[src/rtl/alu_arbiter.sv]
// Two-port round-robin front end that shares one alu between two requesters.
// The op stage drives the alu; the response stage registers result, flags and source port.

module alu #(
    parameter int unsigned N = 8
) (
    input  logic [N-1:0] a,
    input  logic [N-1:0] b,
    input  logic [2:0]   f,
    output logic [N-1:0] y,
    output logic         zero,
    output logic         carry_out,
    output logic         overflow
);

    logic [N-1:0] bb;
    logic [N:0]   sum;
    logic         ov_raw;

    // f[2] selects ~b with carry-in, turning add into subtract
    always_comb begin
        bb     = f[2] ? ~b : b;
        sum    = {1'b0, a} + {1'b0, bb} + {{N{1'b0}}, f[2]};
        ov_raw = (a[N-1] == bb[N-1]) && (sum[N-1] != a[N-1]);
        case (f[1:0])
            2'b00:   y = a & bb;
            2'b01:   y = a | bb;
            2'b10:   y = sum[N-1:0];
            default: y = {{(N-1){1'b0}}, sum[N-1] ^ ov_raw};
        endcase
        carry_out = f[1] & sum[N];
        overflow  = f[1] & ov_raw;
        zero      = (y == '0);
    end

endmodule

module alu_arbiter #(
    parameter int unsigned N = 8
) (
    input  logic         clk,
    input  logic         rst_n,
    input  logic         req0_valid,
    output logic         req0_ready,
    input  logic [N-1:0] req0_a,
    input  logic [N-1:0] req0_b,
    input  logic [2:0]   req0_f,
    input  logic         req1_valid,
    output logic         req1_ready,
    input  logic [N-1:0] req1_a,
    input  logic [N-1:0] req1_b,
    input  logic [2:0]   req1_f,
    output logic         rsp_valid,
    input  logic         rsp_ready,
    output logic         rsp_src,
    output logic [N-1:0] rsp_y,
    output logic         rsp_zero,
    output logic         rsp_carry,
    output logic         rsp_overflow,
    output logic         busy
);

    logic         op_valid_q, op_valid_d;
    logic [N-1:0] op_a_q, op_a_d;
    logic [N-1:0] op_b_q, op_b_d;
    logic [2:0]   op_f_q, op_f_d;
    logic         op_src_q, op_src_d;
    logic         last_q, last_d;

    logic         rsp_valid_q, rsp_valid_d;
    logic         rsp_src_q, rsp_src_d;
    logic [N-1:0] rsp_y_q, rsp_y_d;
    logic         rsp_zero_q, rsp_zero_d;
    logic         rsp_carry_q, rsp_carry_d;
    logic         rsp_overflow_q, rsp_overflow_d;

    logic         rsp_advance, op_advance;
    logic         grant_valid, grant_idx;
    logic         acc0, acc1;

    logic [N-1:0] alu_y;
    logic         alu_zero, alu_carry, alu_overflow;

    alu #(.N(N)) u_alu (
        .a         (op_a_q),
        .b         (op_b_q),
        .f         (op_f_q),
        .y         (alu_y),
        .zero      (alu_zero),
        .carry_out (alu_carry),
        .overflow  (alu_overflow)
    );

    always_comb begin
        rsp_advance = !rsp_valid_q || rsp_ready;
        op_advance  = !op_valid_q || rsp_advance;
        grant_valid = req0_valid || req1_valid;
        // On a tie the port that did not win last time is served
        if (req0_valid && req1_valid) begin
            grant_idx = ~last_q;
        end else begin
            grant_idx = req1_valid;
        end
        req0_ready = rst_n && op_advance && grant_valid && !grant_idx;
        req1_ready = rst_n && op_advance && grant_valid && grant_idx;
        acc0       = req0_valid && req0_ready;
        acc1       = req1_valid && req1_ready;
    end

    always_comb begin
        op_valid_d     = op_valid_q;
        op_a_d         = op_a_q;
        op_b_d         = op_b_q;
        op_f_d         = op_f_q;
        op_src_d       = op_src_q;
        last_d         = last_q;
        rsp_valid_d    = rsp_valid_q;
        rsp_src_d      = rsp_src_q;
        rsp_y_d        = rsp_y_q;
        rsp_zero_d     = rsp_zero_q;
        rsp_carry_d    = rsp_carry_q;
        rsp_overflow_d = rsp_overflow_q;

        if (op_advance) begin
            op_valid_d = acc0 || acc1;
        end
        if (acc0) begin
            op_a_d   = req0_a;
            op_b_d   = req0_b;
            op_f_d   = req0_f;
            op_src_d = 1'b0;
            last_d   = 1'b0;
        end else if (acc1) begin
            op_a_d   = req1_a;
            op_b_d   = req1_b;
            op_f_d   = req1_f;
            op_src_d = 1'b1;
            last_d   = 1'b1;
        end

        if (rsp_advance) begin
            rsp_valid_d = op_valid_q;
            if (op_valid_q) begin
                rsp_src_d      = op_src_q;
                rsp_y_d        = alu_y;
                rsp_zero_d     = alu_zero;
                rsp_carry_d    = alu_carry;
                rsp_overflow_d = alu_overflow;
            end
        end
    end

    always_ff @(posedge clk or negedge rst_n) begin
        if (!rst_n) begin
            op_valid_q     <= 1'b0;
            op_a_q         <= '0;
            op_b_q         <= '0;
            op_f_q         <= '0;
            op_src_q       <= 1'b0;
            last_q         <= 1'b1;
            rsp_valid_q    <= 1'b0;
            rsp_src_q      <= 1'b0;
            rsp_y_q        <= '0;
            rsp_zero_q     <= 1'b0;
            rsp_carry_q    <= 1'b0;
            rsp_overflow_q <= 1'b0;
        end else begin
            op_valid_q     <= op_valid_d;
            op_a_q         <= op_a_d;
            op_b_q         <= op_b_d;
            op_f_q         <= op_f_d;
            op_src_q       <= op_src_d;
            last_q         <= last_d;
            rsp_valid_q    <= rsp_valid_d;
            rsp_src_q      <= rsp_src_d;
            rsp_y_q        <= rsp_y_d;
            rsp_zero_q     <= rsp_zero_d;
            rsp_carry_q    <= rsp_carry_d;
            rsp_overflow_q <= rsp_overflow_d;
        end
    end

    assign rsp_valid    = rsp_valid_q;
    assign rsp_src      = rsp_src_q;
    assign rsp_y        = rsp_y_q;
    assign rsp_zero     = rsp_zero_q;
    assign rsp_carry    = rsp_carry_q;
    assign rsp_overflow = rsp_overflow_q;
    assign busy         = op_valid_q || rsp_valid_q;

endmodule

[config.mk]
export PLATFORM = sky130hd
export DESIGN_NAME = alu_arbiter
export DESIGN_NICKNAME = d
export VERILOG_FILES = /design/src/rtl/alu_arbiter.sv
export SDC_FILE = /design/constraint.sdc
export NUM_CORES = 1
export LEC_CHECK = 0
export ABC_AREA = 1
export CORE_AREA = 4 4 72 74
export CTS_CLUSTER_DIAMETER = 40
export DETAILED_ROUTE_END_ITERATION = 6
export DIE_AREA = 0 0 76 78
export GPL_ROUTABILITY_DRIVEN = 1
export MAX_ROUTING_LAYER = met4
export PLACE_DENSITY = 0.81
export SETUP_SLACK_MARGIN = 0.3
export SYNTH_ARGS = -nofsm -noshare
export SYNTH_HDL_FRONTEND = slang
export SYNTH_SLANG_ARGS = --single-unit
export TNS_END_PERCENT = 30
[constraint.sdc]
create_clock -name clk -period 5.3 [get_ports clk]
set_input_delay 1.06 -clock clk [delete_from_list [all_inputs] [get_ports clk]]
set_output_delay 1.06 -clock clk [all_outputs]
set_load 0.01 [all_outputs]
# Word level (Yosys, flattened, before mapping)
# Cells that the tools add are included.
[op_classes]
add_sub_neg = 2
n_eq_ne = 4
mux = 11
bitwise = 7
n_reduce_logical = 20
[op_table]
columns = ["op", "n"]
rows = [
  ["$mux W8", 5],
  ["$pmux W8 S3", 1],
  ["$add A8 B8 Y9", 1],
  ["$add A9 B1 Y9", 1],
  ["$and A8 B8 Y8", 1],
  ["$logic_and A1 B1 Y1", 8],
  ["$logic_not A8 Y1", 1],
  ["$not A8 Y8", 1],
  ["$or A8 B8 Y8", 1],
  ["$mux W3", 2],
  ["$logic_or A1 B1 Y1", 5],
  ["$logic_not A1 Y1", 3],
  ["$mux W1", 3],
  ["$and A1 B1 Y1", 2],
  ["$eq A2 B1 Y1 const B", 1],
  ["$eq A2 B2 Y1 const B", 1],
  ["$logic_not A2 Y1", 1],
  ["$reduce_and A2 Y1", 1],
  ["$reduce_bool A2 Y1", 1],
  ["$eq A1 B1 Y1", 1],
  ["$ne A1 B1 Y1", 1],
  ["$not A1 Y1", 1],
  ["$xor A1 B1 Y1", 1],
]
[word_totals]
register_bits = 35
in_bits = 43
out_inout_bits = 16
word_cells = 56

# Logic depth before layout (Yosys ltp)
# Gate-level depths: netlist of run 1.
[depth]
ltp_word = 9
depth_mapped = 16
depth_no_buf = 15

# Modules after synthesis
# From an unflattened synthesis of run 1, not the netlist that was laid out.
[hier_totals]
hier_cells = 392
hier_area_um2 = 2717.6
[modules_own_cells]
columns = ["module", "instances", "cells_each", "area_per_inst_um2", "seq_area_each_um2"]
rows = [
  ["alu_arbiter", 1, 238, 1771.7, 877.1],
  ["alu", 1, 154, 945.9, 0.0],
]

# Worst setup path before layout of run 1
# Ideal clock, no wire load.
[synth_timing]
kind = "input port to output port"
from = "input port rsp_ready"
to = "output port req1_ready"
t_arrival_ps = 1803
required_ps = 4240
setup_slack_ps = 2437
path_stages = 6
n_path_buf = 1
cell_sequence = "inv_1 > nand3_2 > o211ai_4 > nor2_4 > buf_2 > nor2_1"
[synth_between]
elab_chain_len = 5
[synth_rtl]
columns = ["element", "line", "source"]
rows = [
  ["from (decl)", "54", "input logic rsp_ready,"],
  ["$logic_or A1 B1 Y1", "95", "rsp_advance = !rsp_valid_q || rsp_ready;"],
  ["$logic_or A1 B1 Y1", "96", "op_advance = !op_valid_q || rsp_advance;"],
  ["$logic_and A1 B1 Y1 (3 in series)", "105", "req1_ready = rst_n && op_advance && grant_valid && grant_idx;"],
  ["to (decl)", "49", "output logic req1_ready,"],
]
# Every way passes these cells.

# Worst setup path in the final report of run 1
[layout_timing]
from = "input port rsp_ready"
to = "output port req0_ready"
[layout_between]
elab_chain_len = 5
[layout_rtl]
columns = ["element", "line", "source"]
rows = [
  ["$logic_or A1 B1 Y1", "95", ""],
  ["$logic_or A1 B1 Y1", "96", ""],
  ["$logic_and A1 B1 Y1 (3 in series)", "104", "req0_ready = rst_n && op_advance && grant_valid && !grant_idx;"],
  ["to (decl)", "44", "output logic req0_ready,"],
]
# Every way passes these cells.

==> results of run 1 <==
final cells by class:
type	count	area, µm²
clock buffer	7	76.3
timing repair buffer	60	591
tap	54	67.6
inverter	38	143
sequential	35	877
clock inverter	1	5.00
multi-input combinational	218	1270
fill	403	1570
state kept, by name, indices dropped and copies added (netlist names):
| register | flops |
|---|---|
| op_valid_q | 1 |
| rsp_carry | 1 |
| rsp_zero | 1 |
| rsp_y | 8 |
| op_f_q | 3 |
| last_q | 1 |
| rsp_valid | 1 |
| rsp_src | 1 |
| op_b_q | 8 |
| op_src_q | 1 |
| op_a_q | 8 |
| rsp_overflow | 1 |
layer usage:
layer / up-vias / global-route usage (%)
li1: 1085 / -
met2: 59 / 30.3
met5: - / -
met1: 972 / 22.3
met4: 0 / 5.34
met3: 7 / 4.29
kinds of logic after synthesis:
group | after synthesis | share of synthesized area [%]
compound gates | 61 | 15.9
xor+xnor | 10 | 3.73
fa+ha+maj | 17 | 9.37
buf+inv | 49 | 8.83
flops | 35 | 37.3
simple gates | 130 | 24.9
synth_stat cells:
library cell / count / area share, %
a21boi_1: 2 / 0.64
a21oi_1: 4 / 0.85
a21oi_2: 1 / 0.37
a21oi_4: 1 / 0.69
a41oi_1: 1 / 0.37
buf_2: 4 / 0.85
buf_4: 3 / 0.96
buf_6: 1 / 0.48
clkbuf_1: 3 / 0.48
clkinv_1: 1 / 0.16
dfrtp_1: 34 / 36
dfstp_2: 1 / 1.1
fa_1: 1 / 0.85
ha_1: 16 / 8.5
inv_1: 33 / 5.3
inv_2: 4 / 0.64
nand2_1: 65 / 10
nand2_2: 6 / 1.6
nand2b_1: 1 / 0.27
nand3_1: 12 / 2.6
nand3_2: 3 / 1.3
nand4_1: 2 / 0.53
nand4_2: 1 / 0.53
nor2_1: 29 / 4.6
nor2_2: 5 / 1.3
nor2_4: 1 / 0.48
o2111ai_1: 1 / 0.37
o211ai_1: 1 / 0.32
o211ai_4: 1 / 0.90
o21a_1: 2 / 0.64
o21ai_0: 24 / 5.1
o21ai_1: 11 / 2.3
o22ai_1: 11 / 2.9
o31ai_1: 1 / 0.32
or2_1: 2 / 0.53
or2_2: 3 / 0.80
xnor2_1: 8 / 3.0
xor2_1: 2 / 0.75
power by group:
part	internal, µW	switching [µW]
sequential	341	53.7
combinational	284	327
clock	92.1	91.7
total	717	472
how the worst max path moves through the flow:
stage,startpoint,slack [ps],end,cells past startpoint
floorplan,rsp_ready,2440,req1_ready,6
global placement,rsp_ready,1470,req0_ready,7
CTS,rsp_ready,1410,req0_ready,7
finish,rsp_ready,1430,req0_ready,7
detailed placement,rsp_ready,1420,req0_ready,7
global route,rsp_ready,1340,req0_ready,7
metrics by stage:
stage | power, µW | worst slack, ps | hold WS (ps) | cell area [µm²] | util [%]
after global routing | 1300 | 1340 | 505 | 3030 | 65.8
after detailed placement | 1010 | 1420 | 468 | 2940 | 64.0
after CTS | 1200 | 1410 | 486 | 3030 | 65.8
final | 1190 | 1430 | 481 | 3030 | 65.8
after floorplan | 810 | 2440 | 478 | 2350 | -
after global placement | 991 | 1470 | 463 | 2940 | 64.0
critical path, cell delays in order:
cell and delay (ps):
clkdlybuf4s50_1 460, inv_1 90, nand3_2 110, o211ai_4 160, nor2_4 130, buf_4 230
clkdlybuf4s50_1 570
==> impl_metrics.tcl, run 1 <==
set metrics [dict create \
    status "finished, final reports clean" \
    clock_latency_ps 280 \
    r2r_start "op_f_q[2]$_DFFE_PN0P_" \
    arrival_ps 2810 \
    drc 0 \
    grt_pass1_vias 2001 \
    fp.dieArea_um2 5930 \
    reg2reg_setup_slack_ps 2790 \
    hold_class "flop to flop" \
    fmax_ghz 0.258 \
    startpoint_type "input pin" \
    diodes 0 \
    ys_types 38 \
    grt_setup_unrepaired "no" \
    layout_common_cells "65 x nand2_1, 57 x clkdlybuf4s50_1, 34 x dfrtp_1" \
    r2r_cells 11 \
    crit_required_ps 4240 \
    cts_sinks 35 \
    cp_max_fo 22 \
    wl_met3_um 290 \
    synthCells 302 \
    p_leak_uw 0.00142 \
    r2r_end "rsp_zero$_DFFE_PN0P_" \
    cts_tree "done" \
    cts-resized-gates 0 \
    period_needed_ps 3870 \
    cts-root-buf "clkbuf_8" \
    dp.cells 405 \
    dr_wl_met2_mm 2.36 \
    tightest_slew_ps 550 \
    core_area_um2 4600 \
    dp_hpwl_mm 4.03 \
    ys_seq_elements 35 \
    holdPathEnd "rsp_y[5]$_DFFE_PN0P_" \
    synth_nets 362 \
    pin_count 59 \
    layout_commonest_cell "nand2_1" \
    ir_drop_uv 171 \
    syn_to_final_growth_pct 28.7 \
    nNetsFinal 418 \
    clkSlewWorstSetupHoldPaths_ps 70 \
    wl_met1_mm 2.36 \
    vias_per_cell 5.14 \
    vias 2123 \
    syn_area_um2 2350 \
    die_w_um 76 \
    initial_core_util_pct 51.1 \
    fin_skew_ps 4.39 \
    die_y_um 78 \
    post_cts_buffers 0 \
    antenna_found_initial 0 \
    clockBufferDepth 2 \
    p_per_area_nw_per_um2 393 \
    finalHoldViolations 0 \
    grt.total_usage_pct 18.3 \
    h-tree-depth 2 \
    cts_buffers 5 \
    holdPathStages 2 \
    slew_viol_final 0 \
    layout-drive-gt1-share_pct 10.0 \
    fin_cells 413 \
    cp-end-kind "output pin" \
    place_congestion 0.875 \
    fin_setup_tns_ps 0 \
    port_buffers 58 \
    wl_mm 5.07 \
    postCtsHoldBufs 0 \
    syn_avg_cell_area_um2 7.78 \
    first_pass_iters 4 \
    postRouteAntennaNets 0 \
    setup_viol 0 \
    grt_max_degree 36 \
    cap_violations 0 \
    min-delay-start "rsp_y[5]$_DFFE_PN0P_" \
    wl_per_cell_um 12.3 \
    yosysSeqAreaShare_pct 37.3 \
    timing.final.crit_share_pct 73.1 \
    drtIter0Drc 49 \
    highest_layer "met4" \
    yosysWarningCount 0 \
    num_rows 25 \
    relSlewSlack_pct 63.4 \
    grt_pass1_wl_mm 8.63 \
    critPathKind "input pin to output pin" \
    overflow 0 \
]
Power figures use the tool's default switching activity.
==> run 2, diff against run 1 <==
- CORE_AREA: 4 4 72 74 -> 4 4 78 80
- DIE_AREA: 0 0 76 78 -> 0 0 82 84
- PLACE_DENSITY: 0.81 -> 0.73
- clock period: 5.3 -> 3.55 ns (I/O delays scaled with it)
==> impl_metrics.tcl, run 2 (same netlist as run 1, synthesis figures left out) <==
set metrics [dict create \
    cts_buffers 5 \
    dp_hpwl_mm 4.23 \
    grt_pass1_wl_mm 9.27 \
    crit_required_ps 2840 \
    port_buffers 58 \
    fillers 530 \
    drtIter0Drc 67 \
    ir_drop_uv 220 \
    pin_count 59 \
    antenna_found_initial 0 \
    fin_skew_ps 3.37 \
    pwr-share-clk_pct 17.6 \
    layout_common_cells "65 x nand2_1, 57 x clkdlybuf4s50_1, 34 x dfrtp_1" \
    fmax_ghz 0.334 \
    pre_cts_ws_ps 533 \
    slowest_delay_ps 540 \
    crit_path_cell_trace "clkdlybuf4s50_1 > o211ai_4 > nor2_4 > nor2_1 > clkdlybuf4s50_1" \
    diodes 0 \
    fp.dieArea_um2 6890 \
    cts_sinks 35 \
    timing.final.crit_share_pct 84.5 \
    grt_max_degree 36 \
    initial_core_util_pct 43.5 \
    tightest_slew_ps 505 \
    grt_setup_unrepaired "no" \
    seq_power_share_pct 32.4 \
    cp_top_family "buffers and inverters" \
    fin_ws_ps 552 \
    vias_per_cell 4.85 \
    grt_pass1_vias 2066 \
    arrival_ps 2290 \
    p_total_uw 1820 \
    core_area_um2 5410 \
    crit_path_frequent_cell "clkdlybuf4s50_1" \
    grt.total_usage_pct 17.4 \
    cts-root-buf "clkbuf_8" \
    dp.cells 423 \
    syn_to_final_growth_pct 30.6 \
    internal_power_uw 1110 \
    cts_tree "done" \
    hold_class "flop to flop" \
    cp_max_fo 13 \
    first_pass_iters 4 \
    p_leak_uw 0.00143 \
    postLayoutCellArea_um2 3070 \
    fin_cells 431 \
    wl_per_cell_um 12.2 \
    postRouteAntennaNets 0 \
    p_per_area_nw_per_um2 592 \
    drc 0 \
    nNetsFinal 418 \
    period_needed_ps 3000 \
    cap_violations 0 \
    layout_commonest_cell "nand2_1" \
    post_dp_cell_area_um2 2970 \
    relSlewSlack_pct 66.3 \
    place_congestion 0.872 \
    switching_share_pct 39.0 \
    startpoint_type "input pin" \
    switchingPower_uw 708 \
    slew_viol_final 0 \
    h-tree-depth 2 \
    clockBufferDepth 2 \
    vias 2090 \
    pwr-share-comb_pct 50.0 \
    wl_mm 5.24 \
    fin_setup_tns_ps 0 \
    critPathKind "input pin to output pin" \
    crit_cells 5 \
    reg2reg_setup_slack_ps 1020 \
    cts-resized-gates 0 \
    crit_buf_inv 2 \
    r2r_cells 11 \
    setup_viol 0 \
    holdPathStages 2 \
    layout-drive-gt1-share_pct 10.6 \
    cpMaxStageDelayCell "clkdlybuf4s50_1" \
    finalHoldViolations 0 \
    num_rows 27 \
    overflow 0 \
    postCtsHoldBufs 0 \
    cp-end-kind "output pin" \
    status "finished, final reports clean" \
    die_w_um 82 \
    post_cts_buffers 0 \
    die_y_um 84 \
    clkSlewWorstSetupHoldPaths_ps 70 \
    clock_latency_ps 290 \
]
run 2: cell types whose count changed in the layout (fill, tap and decap cells not counted):
cell	previous run	this run
clkbuf_8	5	7
clkinvlp_4	0	1
clkbuf_1	2	0
clkinv_2	1	0
run 2: per-stage QoR:
step           utilization (%)  hold slack, ps
3_3_place_gp              54.9             464
4_1_cts                   56.8             487
6_report                  56.8             481
2_1_floorplan                -             414
5_1_grt                   56.8             508
3_5_place_dp              54.9             468
run 2: layer usage:
layer / wire length (µm) / share of wire, % / vias up / track usage, %
met5: 0 / 0 / - / -
met4: 67 / 1.3 / 0 / 4.83
met3: 304 / 5.8 / 8 / 3.56
met2: 2440 / 46 / 60 / 27.7
met1: 2430 / 46 / 933 / 22.3
li1: - / - / 1089 / -
run 2: final cells by class:
cell class,instances,area (µm²),share of cell area [%]
Clock buffer,7,96.3,3.14
Clock inverter,1,7.51,0.244
Inverter,38,143,4.65
Multi-Input combinational cell,218,1270,41.2
Sequential cell,35,877,28.6
Tap cell,72,90.1,2.93
Timing Repair Buffer,60,591,19.2
run 2: tightest hold or removal path: stages, from the launching register on:
cell     delay, ps
dfrtp_1        350
nand2_1         50
nand2_1         50
run 2: power by group through the flow:
stage                     combinational (µW)  clock [µW]  sequential, µW
after CTS                                918         330             590
after global placement                   897           0             591
after detailed placement                 914           0             598
after floorplan                          604           0             605
after global routing                    1040         352             605
final                                    909         319             589
run 2: final timing paths:
kind | start | end
min reg2reg | rsp_y[5]$_DFFE_PN0P_ | rsp_y[5]$_DFFE_PN0P_
min | rsp_y[5]$_DFFE_PN0P_ | rsp_y[5]$_DFFE_PN0P_
min in group asynchronous | rst_n | op_a_q[1]$_DFFE_PN0P_
max reg2reg | op_f_q[2]$_DFFE_PN0P_ | rsp_zero$_DFFE_PN0P_
max in group asynchronous | rst_n | last_q$_DFFE_PN1P_
max | req1_valid | req1_ready
